$ cat config.mk
export PLATFORM = sky130hd
export DESIGN_NAME = collision_ci_ctrl
export DESIGN_NICKNAME = d
export VERILOG_FILES = /design/src/rtl/collision_ci_ctrl.sv
export SDC_FILE = /design/constraint.sdc
export NUM_CORES = 1
export LEC_CHECK = 0
export BUFFER_PORTS_ARGS = -buffer_cell sky130_fd_sc_hd__buf_2
export CAP_MARGIN = 40
export CORE_AREA = 2 2 305 307
export DETAILED_ROUTE_END_ITERATION = 8
export DIE_AREA = 0 0 307 309
export HOLD_SLACK_MARGIN = 0.05
export SLEW_MARGIN = 15
export SYNTH_ARGS = -nofsm -noshare
export SYNTH_HDL_FRONTEND = slang
export SYNTH_SLANG_ARGS = --single-unit
$ cat constraint.sdc
create_clock -name clk -period 3.1 [get_ports clk]
set_clock_uncertainty 0.2 [all_clocks]
set_input_delay 0.155 -clock clk [delete_from_list [all_inputs] [get_ports clk]]
set_output_delay 0.155 -clock clk [all_outputs]
set_load 0.02 [all_outputs]
$ cat src/rtl/collision_ci_ctrl.sv
// Purpose: custom-instruction front end that loads a message buffer, launches hash/search engines and latches the first collision.
// Latency: every accepted instruction completes with a one-cycle done pulse on the next clock edge.
// Backpressure: none; an instruction is accepted on any edge with start=1 and clk_en=1, and engine monitoring never stalls.
//
// Ports:
//   clk, reset (async active-low)              - clock and reset
//   clk_en, start, dataa, datab, n             - instruction request, operands and opcode
//   done, result                               - completion pulse and held result
//   eng_msg, eng_target                        - message buffer (word 0 in MSBs) and search target
//   eng_start, eng_abort                       - one-cycle pulses to the engines
//   eng_digest, eng_hit, eng_counter           - per-engine digest/hit pulses and counter values
module collision_ci_ctrl #(
  parameter int WORD_SIZE = 32,
  parameter int MSG_WORDS = 16,
  parameter int NUM_ENG   = 4,
  parameter int CNT_W     = 32
) (
  input  logic                           clk,
  input  logic                           reset,
  input  logic                           clk_en,
  input  logic                           start,
  input  logic [WORD_SIZE-1:0]           dataa,
  input  logic [WORD_SIZE-1:0]           datab,
  input  logic [2:0]                     n,
  output logic                           done,
  output logic [WORD_SIZE-1:0]           result,
  output logic [MSG_WORDS*WORD_SIZE-1:0] eng_msg,
  output logic [WORD_SIZE-1:0]           eng_target,
  output logic [NUM_ENG-1:0]             eng_start,
  output logic [NUM_ENG-1:0]             eng_abort,
  input  logic [NUM_ENG-1:0]             eng_digest,
  input  logic [NUM_ENG-1:0]             eng_hit,
  input  logic [NUM_ENG*CNT_W-1:0]       eng_counter
);

  localparam int PTR_W = (MSG_WORDS > 2) ? $clog2(MSG_WORDS) : 1;

  localparam logic [2:0] OP_LOAD    = 3'd0;
  localparam logic [2:0] OP_SEARCH  = 3'd1;
  localparam logic [2:0] OP_RESULT  = 3'd2;
  localparam logic [2:0] OP_STATUS  = 3'd3;
  localparam logic [2:0] OP_DIGESTS = 3'd4;
  localparam logic [2:0] OP_ABORT   = 3'd5;
  localparam logic [2:0] OP_RSTPTR  = 3'd6;

  typedef enum logic [1:0] {S_IDLE, S_SEARCH, S_FOUND} state_t;

  state_t               state_q, state_d;
  logic [PTR_W-1:0]     wr_ptr, ptr_hi, ptr_nxt;
  logic [WORD_SIZE-1:0] msg [MSG_WORDS];
  logic [WORD_SIZE-1:0] dig_cnt, dig_nxt;
  logic [WORD_SIZE:0]   dig_sum;
  logic [3:0]           win_idx, hit_idx;
  logic [CNT_W-1:0]     win_cnt, hit_cnt;
  logic [NUM_ENG-1:0]   abort_mask;
  logic [WORD_SIZE-1:0] res_d, status;
  logic                 accept, busy, do_load, do_search, do_abort, hit_take;

  for (genvar g = 0; g < MSG_WORDS; g++) begin : g_msg
    assign eng_msg[(MSG_WORDS-1-g)*WORD_SIZE +: WORD_SIZE] = msg[g];
  end

  always_comb begin
    accept    = start && clk_en;
    busy      = (state_q == S_SEARCH);
    do_load   = accept && (n == OP_LOAD) && !busy;
    do_search = accept && (n == OP_SEARCH) && !busy;
    do_abort  = accept && (n == OP_ABORT);
    // An abort on the same edge as a hit wins and discards the hit.
    hit_take  = busy && (|eng_hit) && !do_abort;

    ptr_hi  = wr_ptr + PTR_W'(1);
    ptr_nxt = (wr_ptr == PTR_W'(MSG_WORDS-2)) ? '0 : wr_ptr + PTR_W'(2);

    // Descending scan so the lowest asserted engine is the last one written.
    hit_idx = '0;
    hit_cnt = '0;
    for (int i = NUM_ENG-1; i >= 0; i--) begin
      if (eng_hit[i]) begin
        hit_idx = 4'(i);
        hit_cnt = eng_counter[i*CNT_W +: CNT_W];
      end
    end
    for (int i = 0; i < NUM_ENG; i++) begin
      abort_mask[i] = (4'(i) != hit_idx);
    end

    // One spare bit catches overflow so the count saturates.
    dig_sum = {1'b0, dig_cnt};
    for (int i = 0; i < NUM_ENG; i++) begin
      dig_sum = dig_sum + (WORD_SIZE+1)'(eng_digest[i]);
    end
    dig_nxt = dig_sum[WORD_SIZE] ? '1 : dig_sum[WORD_SIZE-1:0];

    status    = '0;
    status[0] = (state_q == S_FOUND);
    status[1] = busy;
    if (state_q == S_FOUND) status[15:8] = {4'b0, win_idx};

    case (n)
      OP_LOAD:    res_d = busy ? '1 : WORD_SIZE'(ptr_nxt);
      OP_SEARCH:  res_d = busy ? '1 : '0;
      OP_RESULT:  res_d = WORD_SIZE'(win_cnt);
      OP_STATUS:  res_d = status;
      OP_DIGESTS: res_d = dig_cnt;
      default:    res_d = '0;
    endcase

    state_d = state_q;
    if (hit_take)  state_d = S_FOUND;
    if (do_search) state_d = S_SEARCH;
    if (do_abort)  state_d = S_IDLE;
  end

  always_ff @(posedge clk or negedge reset) begin
    if (!reset) state_q <= S_IDLE;
    else        state_q <= state_d;
  end

  always_ff @(posedge clk or negedge reset) begin
    if (!reset) begin
      done       <= 1'b0;
      result     <= '0;
      wr_ptr     <= '0;
      eng_target <= '0;
      dig_cnt    <= '0;
      win_idx    <= '0;
      win_cnt    <= '0;
      eng_start  <= '0;
      eng_abort  <= '0;
      for (int i = 0; i < MSG_WORDS; i++) msg[i] <= '0;
    end else begin
      done      <= accept;
      eng_start <= do_search ? '1 : '0;
      eng_abort <= do_abort ? '1 : (hit_take ? abort_mask : '0);
      if (accept) result <= res_d;
      if (do_load) begin
        msg[wr_ptr] <= dataa;
        msg[ptr_hi] <= datab;
        wr_ptr      <= ptr_nxt;
      end
      if (accept && (n == OP_RSTPTR)) wr_ptr <= '0;
      if (do_search) begin
        eng_target <= dataa;
        dig_cnt    <= '0;
        win_idx    <= '0;
        win_cnt    <= '0;
      end else if (busy) begin
        dig_cnt <= dig_nxt;
      end
      if (hit_take) begin
        win_idx <= hit_idx;
        win_cnt <= hit_cnt;
      end
    end
  end

endmodule

==> metrics.md, run 1 <==
| Metric | Value |
|---|---|
| Root buffer cell | clkbuf_16 |
| Total track usage | between 20 and 30% |
| Clock period minus worst slack | 2976 ps |
| Total Wirelength | about 140 mm |
| Routed wire length per instance | 27.61 um |
| Area contributors post-synth | dfrtp_1, a22oi_1, nand2_1, o21ai_0, clkbuf_1 |
| Post-synth top cells | dfrtp_1, nand2_1, a22oi_1 |
| Mean Syn Cell Area | a little under 10 um^2 |
| Crit. End Element | flop |
| Status | finished, final reports clean |
| Seq cells post-synth | 654 |
| CTS buffer count | between 70 and 80 |
| Top Ports | roughly 800 |
| Initial antenna violation count | 4 |
| Clock Sinks | roughly 650 |
| Post-Syn Area | 30430 um^2 |
| CTS tree | done |
| CTS max path bufs | 3 |
| Area share of the leading cell type in the synthesized netlist | 53.78% |
| Core ar. | 91390 um^2 |
| DRT Pass-1 Iters | 6 |
| Number of global-route vias before repair | ~29000 |
| Fmax | around 340 MHz |
| Initial core utilization | approximately 33% |
| Nets | ~4100 |
| Die Area | approximately 95000 um^2 |
| Ys async rst share | 100.0% |
| Reg clk slew, reported paths | 60 ps |
| Port buffer count | roughly 790 |
| Drt first-iter violations | approximately 3500 |
| Worst slew pin tran | between 800 and 900 ps |
| Placer congestion estimate | approximately 0.87 |
| Synth Flop Type | dfrtp_1 |
| Max_slew headroom | between 40 and 50% |
| DR vias | between 20000 and 30000 |
| Crit path from | clk_en |
| Tot Pwr | 26.91 mW |
| CP max FO | 7 |
| Vias per cell | a little under 6 |
| Share of post-route cells with drive strength above 1 | around 30% |
| Hpwl dp | about 93 mm |
| Cell Pwr Density | 669.9 nW/um^2 |
| H-tree levels | 3 |
| Placed Cells | 4773 |
| Worst endpoint data arrival time | about 3300 ps |
| Final Non-Filler Cells | between 5000 and 6000 |
| Cell variety after synth | 65 |
| Setup Fix Bufs, Post-CTS | 0 |
| FILL cells | 8807 |
| Maximum VDD drop | between 0.0004 and 0.0005 V |
| Fin. max-slew vios | 0 |
| Count of final hold-check violations | 0 |
| Pin count of the biggest net entering global routing | 74 |
| Post-Syn Nets | 3295 |
| Most numerous cell in the Yosys netlist | dfrtp_1 |
| Post-synthesis sequential area ratio | a little over half |
| Max cap viols | 0 |
| Worst min path class | in -> reg |
| Hold path startpoint | eng_counter[116] |
| RR Startpoint | state_q[0] |
| Syn-to-layout area delta | 31.97% |
| RSZ-0062 raised after global routing | no |
| Cells after synthesis | 3083 |
| Yosys top cell by area | dfrtp_1 |
| Leakage Power | around 18 nW |
| Fin Setup TNS | 0 ps |
| Antenna Nets Post-Route | 0 |
| Element type at the critical path start | input pin |
| Detailed-route DRC error count | 0 |
| Die Wd | ~310 um |
| Ys Warns | 0 |
| Site Rows | 111 |
| Req. time, crit path | approximately 3500 ps |
| Global-route wire length before repair | 202.2 mm |
| Total grt overflow | 0 |
| Post-synth EDFFs | 0 |
| Die extent in y | slightly above 300 um |
| Worst-Skew Late Latency | approximately 630 ps |
| Setup Crit Path Kind | in -> reg |
| Tcrit/Tclk final | between 90% and 100% |
| Endpoints failing setup | 0 |
report_power, final:
group	switching [mW]	internal, mW	total [mW]	leakage (nW)
sequential	0.908	9.81	10.7	8.92
clock	3.79	4.97	8.76	1.16
combinational	4.85	2.58	7.43	8.18
sequential cells by signal (all words and copies together) (netlist names):
signal	flops
dig_cnt	32
done	1
eng_abort	4
eng_msg	512
eng_start	1
eng_target	32
result	32
state_q	2
win_cnt	32
win_idx	2
wr_ptr	4
layer usage:
layer | track usage, % | wire (um) | vias up
li1 | - | - | 12805
met4 | 12.42 | 6375 | 0
met5 | 0 | 0 | -
met2 | 45.70 | 65320 | 1778
met1 | 36.54 | 55660 | 14950
met3 | 7.105 | 13230 | 330
final timing paths:
check / to / slack, ps / cells past startpoint
setup / recovery: win_idx[1] / 120 / 9
max in group asynchronous: eng_msg[424] / 1980 / 3
hold reg to reg: result[26] / 270 / 2
setup reg to reg: result[3] / 230 / 8
min in group asynchronous: result[18] / 170 / 3
hold / removal: win_cnt[20] / 80 / 4
cell type report:
cell class	instances	area [um^2]	area share, %
clock buffers	110	2171	5.405
diodes	4	10.01	0.02492
clock inverters	23	200.2	0.4985
multi-input cells	2008	12660	31.52
well taps	1186	1484	3.695
flip-flops and latches	654	16370	40.75
inverters	11	41.29	0.1028
repair buffers	1096	7232	18.01
cell usage in the layout, fill, tap and decap left out, types with 13 or more instances in the layout:
cell,n
clkbuf_1,21
a22oi_1,514
buf_12,34
o211ai_1,16
a21oi_1,17
a22o_1,32
clkbuf_16,77
o2bb2ai_1,58
nand2_1,560
o21ai_1,111
o21ai_4,15
dfrtp_1,654
o2bb2ai_2,70
o22ai_1,32
buf_4,83
buf_2,790
nand3_1,20
a221oi_1,58
nor2_4,13
o21ai_0,319
nor2_1,46
dlygate4sd3_1,181
through the flow:
stage / instance area (um^2) / setup WS, ps / hold WS (ps) / util [%]
finish: 40160 / 124.3 / 82.58 / 43.95
global route: 40160 / 27.61 / 80.85 / 43.95
CTS: 40150 / 185.4 / 60.98 / 43.93
detailed placement: 35940 / 66.44 / 48.64 / 39.33
global placement: 35740 / 134.6 / 44.84 / 39.11
floorplan: 30430 / 319.8 / -340.6 / -
critical path, cell delays in order:
cell           delay, ps
dlygate4sd3_1        530
buf_2                120
nand2_2               50
dlygate4sd3_1        750
clkinv_1             290
a31oi_1              620
nand2_1              130
o31ai_1              100
dlygate4sd3_1        590
cells by family after synthesis:
family	Yosys count	share of synthesized area (%)
fa+ha+maj	5	0.2796
buf+inv	421	5.809
xor+xnor	3	0.1110
mux	10	0.3618
compound gates	1272	29.84
flops	654	53.78
simple gates	718	9.818
timing repair:
action	4_1_cts	5_1_grt
setup endpoints to repair	0	1
endpoints found under the hold margin	1163	0
gates resized for setup	0	1
hold buffers	182	0
(Power assumes the default switching activity.)
==> run 2: changes to the inputs <==
--- a/config.mk
+++ b/config.mk
@@ -11,6 +11,7 @@
 export DETAILED_ROUTE_END_ITERATION = 8
 export DIE_AREA = 0 0 307 309
 export HOLD_SLACK_MARGIN = 0.05
+export SETUP_SLACK_MARGIN = 0.15
 export SLEW_MARGIN = 15
 export SYNTH_ARGS = -nofsm -noshare
 export SYNTH_HDL_FRONTEND = slang
==> metrics.md, run 2 (same netlist as run 1, synthesis figures left out) <==
| Metric | Value |
|---|---|
| Clock Sinks | about 650 |
| Element type at the critical path start | input pin |
| Metal2 WL | 65.42 mm |
| Clock period minus worst slack | about 3000 ps |
| Cell Pwr Density | around 670 nW/um^2 |
| Crit-path max cell delay | approximately 750 ps |
| Final Non-Filler Cells | 5092 |
| Core ar. | 91390 um^2 |
| Worst-Skew Late Latency | roughly 620 ps |
| Req. time, crit path | around 3500 ps |
| Critical path's top delay family | buffers and inverters |
| CP max FO | 36 |
| Number of global-route vias before repair | 29119 |
| Crit. End Element | flop |
| Placer congestion estimate | around 0.87 |
| Total track usage | 28.49% |
| Syn-to-layout area delta | 32.03% |
| Worst path slowest cell | dlygate4sd3_1 |
| H-tree levels | 3 |
| Most common cell after layout, fill and taps aside | buf_2 |
| Max layer used | met4 |
| Total Wirelength | about 140 mm |
| Antenna Nets Post-Route | 0 |
| DR vias | roughly 30000 |
| Cell area after layout | around 40000 um^2 |
| Worst hold slack | between 70 and 80 ps |
| Share of post-route cells with drive strength above 1 | between 20% and 30% |
| Initial core utilization | roughly 33% |
| Most frequent cells in the layout | buf_2, dfrtp_1, nand2_1 |
| Detailed-route DRC error count | 0 |
| Wire length on met3 | about 14 mm |
| Fin. max-slew vios | 0 |
| Port buffer count | around 790 |
| Root buffer cell | clkbuf_16 |
| Max reg flops | ~510 |
| Switching portion of total power | 35.49% |
| Total grt overflow | 0 |
| DRT Pass-1 Iters | 6 |
| CP dominant cell by count | dlygate4sd3_1 |
| Worst endpoint data arrival time | around 3300 ps |
| Worst slew pin tran | about 800 ps |
| Vias per cell | roughly 6 |
| Top Ports | about 790 |
| Site Rows | around 110 |
| Drt first-iter violations | between 3000 and 4000 |
| Global-route wire length before repair | 202.2 mm |
| Die Area | 94860 um^2 |
| Switching power total | between 9 and 10 mW |
| Fin Setup TNS | 0 ps |
| Endpoints failing setup | 0 |
| Hpwl dp | between 90 and 100 mm |
| Max cap viols | 0 |
| Wl on met1 | around 55 mm |
| CTS buffer count | 75 |
| Maximum VDD drop | approximately 0.0004 V |
| Tcrit/Tclk final | between 90 and 100% |
| Placed inst area | approximately 36000 um^2 |
| Setup Crit Path Kind | in -> reg |
| Reg clk slew, reported paths | approximately 60 ps |
| Worst path bufs/invs | 6 |
| Comb power frac | between 20% and 30% |
| Clock power frac | roughly a third |
| Nets | about 4000 |
| CTS max path bufs | 3 |
| Sequential share of power | about two fifths |
| Die extent in y | just over 300 um |
| Die Wd | about 300 um |
| Int Power | between 15 and 20 mW |
| Initial antenna violation count | 4 |
| Worst-path cell chain | dlygate4sd3_1 > buf_2 > nand2_2 > dlygate4sd3_1 > clkinv_1 > nand4b_1 > buf_4 > o311a_1 > buf_6 > nor3b_1 > a21o_1 |
| Tot Pwr | approximately 27 mW |
| RSZ-0062 raised after global routing | yes |
| Routed wire length per instance | about 28 um |
| Pin count of the biggest net entering global routing | 74 |
| Fmax | around 340 MHz |
| Max_slew headroom | between 40% and 50% |
| CTS tree | done |
| Placed Cells | approximately 4800 |
| Worst min path class | in -> reg |
| Leakage Power | approximately 18 nW |
| Status | finished, final reports clean |
| Count of final hold-check violations | 0 |
-- run 2: changes by cell type in the layout (fill, tap and decap cells not counted), sizes merged --
cell         change
buf              +1
dlygate4sd3      -1
-- run 2: layout make-up --
type                       instances  area (um^2)
clock buffer                     110         2171
clock inverter                    23        200.2
timing repair buffer            1096         7237
tap                             1186         1484
inverter                          11        41.29
multi-input combinational       2008        12670
antenna                            4        10.01
sequential                       654        16370
fill                            8808        51200
-- run 2: timing repair --
item | 4_1_cts | 5_1_grt
resized for setup | 0 | 7
endpoints found under the setup margin | 0 | 15
endpoints found under the hold margin | 1163 | 0
hold buffers | 182 | 0
buffers inserted | 0 | 1
-- run 2: through the flow --
stage,util (%),worst slack (ps)
2_1_floorplan,-,319.8
3_3_place_gp,39.11,134.6
3_5_place_dp,39.33,66.44
4_1_cts,43.93,185.4
5_1_grt,43.97,46.87
6_report,43.97,185.3
-- run 2: final timing paths --
kind	slack, ps	to	startpoint	depth (start not counted)
max	190	win_cnt[30]	clk_en	11
min	70	dig_cnt[1]	eng_digest[1]	5
max reg2reg	280	eng_msg[36]	wr_ptr[0]	5
min reg2reg	270	result[26]	result[26]	2
max in group asynchronous	1990	eng_msg[387]	reset	3
min in group asynchronous	170	result[18]	reset	3
-- run 2: worst reg2reg max path: cells and delay by family (launching register included) --
family / cells / cell delay (ps)
AND/OR/NAND/NOR: 2 / 970
buffers and inverters: 1 / 440
flip-flops: 1 / 750
AO/OA/AOI/OAI: 2 / 380
-- run 2: layer usage --
layer  vias up  track usage, %
li1      12818               -
met1     14903           36.54
met2      1791           45.70
met3       330           7.105
met4         0           12.42
met5         -               0
-- run 2: power groups by stage --
| stage | Sequential (mW) | Clock [mW] | Combinational, mW |
|---|---|---|---|
| 2_1_floorplan | 11.9 | 0 | 2.93 |
| 3_3_place_gp | 10.8 | 0 | 7.07 |
| 3_5_place_dp | 10.8 | 0 | 7.16 |
| 4_1_cts | 10.7 | 8.90 | 7.41 |
| 5_1_grt | 10.8 | 9.23 | 7.98 |
| 6_report | 10.7 | 8.75 | 7.45 |
